**src/rtl/fsm_codec_pkg.sv**
```systemverilog
// Shared trellis definition for the rate-1/2, 4-state Mealy bit encoder and its decoder.
// Both sides call enc_out/enc_next so the trellis is defined only once.
package fsm_codec_pkg;

    typedef enum logic {
        RUN = 1'b0,
        ERR = 1'b1
    } ctrl_state_t;

    typedef logic [1:0] enc_state_t;

    localparam enc_state_t ENC_RESET = 2'b00;

    // Code symbol {y1,y0} emitted for input bit x from encoder state s = {b1,b0}
    function automatic logic [1:0] enc_out(input enc_state_t s, input logic x);
        return {x ^ s[1] ^ s[0], x ^ s[0]};
    endfunction

    function automatic enc_state_t enc_next(input enc_state_t s, input logic x);
        return {x, s[1]};
    endfunction

endpackage

```
**src/rtl/fsm_trellis_step.sv**
```systemverilog
// One inverse-trellis step: recover the input bit from a symbol and check it
// against the encoder state being tracked.
module fsm_trellis_step
    import fsm_codec_pkg::*;
(
    input  enc_state_t  s,
    input  logic [1:0]  sym,
    output logic        x,
    output logic        legal,
    output enc_state_t  s_next
);

    // y0 alone determines x; y1 is then redundant and serves as the check bit
    always_comb begin
        x      = sym[0] ^ s[0];
        legal  = (sym == enc_out(s, x));
        s_next = enc_next(s, x);
    end

endmodule

```
**src/rtl/fsm_decoder.sv**
```systemverilog
// Symbol-channel decoder: inverts the encoder trellis, assembles recovered bits
// MSB-first into words, and parks in ERR on an illegal symbol until resync.
module fsm_decoder
    import fsm_codec_pkg::*;
#(
    parameter int unsigned DATA_W = 8,
    parameter int unsigned ERR_W  = 8
) (
    input  logic              clk,
    input  logic              rst,
    input  logic              sym_valid,
    input  logic [1:0]        sym,
    input  logic              resync,
    output logic [DATA_W-1:0] data,
    output logic              data_valid,
    output logic              err,
    output logic [ERR_W-1:0]  err_count,
    output logic              busy
);

    localparam int unsigned CNT_W = $clog2(DATA_W);

    ctrl_state_t         state, state_d;
    enc_state_t          s, s_d, s_next;
    logic [CNT_W-1:0]    cnt, cnt_d;
    logic [DATA_W-2:0]   shreg, shreg_d;
    logic [DATA_W-1:0]   data_d;
    logic                dv_d;
    logic [ERR_W-1:0]    errc_d;
    logic                x, legal;

    fsm_trellis_step u_step (
        .s      (s),
        .sym    (sym),
        .x      (x),
        .legal  (legal),
        .s_next (s_next)
    );

    // Register stage: control state, tracked encoder state, word assembly, outputs
    always_ff @(posedge clk or negedge rst) begin
        if (!rst) begin
            state      <= RUN;
            s          <= ENC_RESET;
            cnt        <= '0;
            shreg      <= '0;
            data       <= '0;
            data_valid <= 1'b0;
            err        <= 1'b0;
            err_count  <= '0;
            busy       <= 1'b0;
        end else begin
            state      <= state_d;
            s          <= s_d;
            cnt        <= cnt_d;
            shreg      <= shreg_d;
            data       <= data_d;
            data_valid <= dv_d;
            err        <= (state_d == ERR);
            err_count  <= errc_d;
            busy       <= (cnt_d != '0);
        end
    end

    // Next-state: resync dominates any symbol arriving in the same cycle
    always_comb begin
        state_d = state;
        s_d     = s;
        cnt_d   = cnt;
        shreg_d = shreg;
        data_d  = data;
        dv_d    = 1'b0;
        errc_d  = err_count;

        if (resync) begin
            state_d = RUN;
            s_d     = ENC_RESET;
            cnt_d   = '0;
            shreg_d = '0;
        end else if (sym_valid && (state == RUN)) begin
            if (legal) begin
                s_d = s_next;
                if (cnt == CNT_W'(DATA_W - 1)) begin
                    data_d  = {shreg, x};
                    dv_d    = 1'b1;
                    cnt_d   = '0;
                    shreg_d = '0;
                end else begin
                    shreg_d = {shreg[DATA_W-3:0], x};
                    cnt_d   = cnt + CNT_W'(1);
                end
            end else begin
                state_d = ERR;
                cnt_d   = '0;
                shreg_d = '0;
                if (err_count != '1) begin
                    errc_d = err_count + ERR_W'(1);
                end
            end
        end
    end

endmodule

```
**config.mk**
```make
export PLATFORM = sky130hd
export DESIGN_NAME = fsm_decoder
export DESIGN_NICKNAME = d
export VERILOG_FILES = /design/src/rtl/fsm_codec_pkg.sv /design/src/rtl/fsm_trellis_step.sv /design/src/rtl/fsm_decoder.sv
export SDC_FILE = /design/constraint.sdc
export NUM_CORES = 1
export LEC_CHECK = 0
export BUFFER_PORTS_ARGS = -buffer_cell sky130_fd_sc_hd__buf_2
export CORE_ASPECT_RATIO = 1.4
export CORE_MARGIN = 2
export CORE_UTILIZATION = 50
export DETAILED_ROUTE_END_ITERATION = 16
export PLACE_DENSITY = 0.71
export SETUP_SLACK_MARGIN = 0.5
export SLEW_MARGIN = 20
export SYNTH_ARGS = -nofsm -noshare
export SYNTH_HDL_FRONTEND = slang
export SYNTH_SLANG_ARGS = --single-unit
```
**constraint.sdc**
```tcl
create_clock -name clk -period 2.1 [get_ports clk]
set_clock_uncertainty 0.05 [all_clocks]
set_input_delay 0.21 -clock clk [delete_from_list [all_inputs] [get_ports clk]]
set_output_delay 0.21 -clock clk [all_outputs]
set_load 0.05 [all_outputs]
```
==> flow_summary.json <==
{
  "htreeDepth": 2,
  "n_antenna_cell": 0,
  "cts-root-buf": "clkbuf_4",
  "cp.arrival_ns": 1.80,
  "yosysWarnings": 0,
  "syn-num-nets": 124,
  "synth_area_leaders": "dfrtp_1, mux2_2, a22o_2",
  "antenna_found_initial": 0,
  "syn_inst": 115,
  "die_area_um2": 3280,
  "fin_setup_tns_ns": 0,
  "hold_class": "in -> reg",
  "cap_violations": 0,
  "cp-start-kind": "register",
  "ys_types": 32,
  "setup_violations": 0,
  "drc": 0,
  "synth_top_area_share_pct": 54.9,
  "clk_latency_ns": 0.33,
  "die_h_um": 66.9,
  "wirelength_um": 2620,
  "tightest_slew_ns": 0.670,
  "core_um2": 2670,
  "maxSlewHeadroom_pct": 55.3,
  "power_density_nw_per_um2": 918,
  "report.power.total_mw": 1.60,
  "post_drt_wl_per_cell_um": 14.3,
  "rsz0062_at_grt": "yes",
  "ir_drop_mv": 0.755,
  "start_util_pct": 53.0,
  "dp.cells": 172,
  "layout_common_cells": "buf_2, dfrtp_1, nor2_1, mux2_2, dfrtp_2",
  "crit_type": "reg -> reg",
  "die_width_um": 48.9,
  "crit_chain": "xnor3_1 > nand3_2 > mux2_2",
  "min_period_ns": 1.62,
  "fin_cells": 184,
  "fin_crit_sh_pct": 77.3,
  "avgSynthCellArea_um2": 12.3,
  "hold_violations": 0,
  "ys_seq_area_share_pct": 54.9,
  "drv_slew": 0,
  "grt_max_degree": 32,
  "required_ns": 2.27,
  "outcome": "finished, final reports clean",
  "grtUsageTotal_pct": 19.0,
  "clock_sink_count": 31,
  "fin_area_um2": 1740,
  "portBuffers": 24,
  "synth_largest_area_cell": "dfrtp_1",
  "fp-row-count": 22,
  "syn_area_um2": 1410,
  "vias_per_cell": 5.28,
  "cp-end-kind": "register",
  "vias": 971,
  "layout_commonest_cell": "buf_2",
  "syn_to_final_growth_pct": 23.0,
  "critPathMaxStageDelay_ns": 0.45,
  "ant_nets": 0,
  "first_pass_iters": 4,
  "placed_area_um2": 1600,
  "crit_path_top_delay_cell": "xnor3_1",
  "cts_buffers": 5,
  "p_leak_nw": 0.888,
  "clk_pin_slew_ns": 0.09,
  "hpwl_um": 1830,
  "worstPathMaxFanout": 9,
  "setup_slack_ns": 0.476,
  "synth_seq_cells": 31,
  "fmax_mhz": 616,
  "overflow": 0,
  "dp_slack_ns": 0.410,
  "place.gp.congestion": 0.764,
  "cts_tree": "done",
  "io_pins": 25,
  "drive_gt1_share_pct": 47.3,
  "grt_pass1_vias": 991,
  "nets": 156,
  "initialDrtViolationCount": 10,
  "clk_path_buf_depth": 2,
  "grt_pass1_wl_um": 4600
}
[cell type report]
| cell class | count | area [µm²] |
|---|---|---|
| clock buffer | 6 | 51.3 |
| clock inverter | 2 | 35.0 |
| fill | 228 | 931 |
| inverter | 4 | 15.0 |
| multi-input combinational | 77 | 654 |
| sequential | 31 | 786 |
| tap | 36 | 45.0 |
| timing repair buffer | 28 | 153 |
[critical path: cells and delay by family, from the launching register on]
family,cells,cell delay (ns)
AND/OR/NAND/NOR,1,0.22
XOR/XNOR,1,0.45
flip-flops,1,0.42
multiplexers,1,0.37
[kinds of logic (layout without fill, tap and decap cells)]
kind of cell	Yosys count	count (layout)	share of synthesized area, %
mux	10	10	7.88
xor+xnor	11	11	8.94
buf+inv	7	40	2.57
flops	31	31	54.9
compound gates	21	21	11.2
simple gates	32	32	11.9
fa+ha+maj	3	3	2.66
[sequential cells by signal (all words and copies together), names as in the netlist]
register / cells
data: 8
err_count: 8
shreg: 7
cnt: 3
s: 2
busy: 1
data_valid: 1
state: 1
[power breakdown]
| part | switching [mW] | leakage [nW] | internal [mW] |
|---|---|---|---|
| clock | 0.203 | 0.0482 | 0.281 |
| sequential | 0.0683 | 0.413 | 0.650 |
| combinational | 0.261 | 0.427 | 0.132 |
[stage by stage]
stage               hold WS [ns]  util (%)
floorplan                 -0.136         -
global placement           0.229      59.8
detailed placement         0.232      59.8
CTS                        0.106      64.1
global route               0.150      65.1
finish                     0.116      65.1
[metal layers]
layer	share of wire [%]	global-route usage, %	routed length, µm
met2	51	31.5	1340
met3	4.2	6.05	109
met5	0	0	0
met4	2.0	8.57	52
met1	43	22.6	1120
[final timing paths]
check / cells after the start / slack [ns] / startpoint / to
hold reg to reg: 1 / 0.44 / err_count[5] / err_count[5]
min in group asynchronous: 2 / 0.39 / rst / busy
setup / recovery: 3 / 0.48 / s[1] / data[5]
max in group asynchronous: 2 / 1.13 / rst / err_count[0]
hold / removal: 3 / 0.12 / sym_valid / state
setup reg to reg: 3 / 0.48 / s[1] / data[5]
[cell usage after synthesis, drive strengths merged]
cell	number
o22ai	1
a22o	7
nand3	6
a22oi	1
mux2	9
nor3	4
nor2	9
a31oi	1
nand2b	2
buf	3
xor3	1
or3	2
mux2i	1
a21oi	5
xnor2	3
xor2	6
dfrtp	31
a21o	1
nor2b	1
inv	4
nor3b	1
nand4	1
ha	3
o211ai	1
nand2	6
xnor3	1
o31ai	1
o21ai	3
[what timing repair did]
action / 4_1_cts / 5_1_grt
buffers inserted: 2 / 1
resized for setup: 1 / 4
hold endpoints to repair: 31 / 0
setup endpoints to repair: 9 / 16
pin swaps: 4 / 3
hold buffers: 1 / 0
Power figures use the tool's default switching activity.
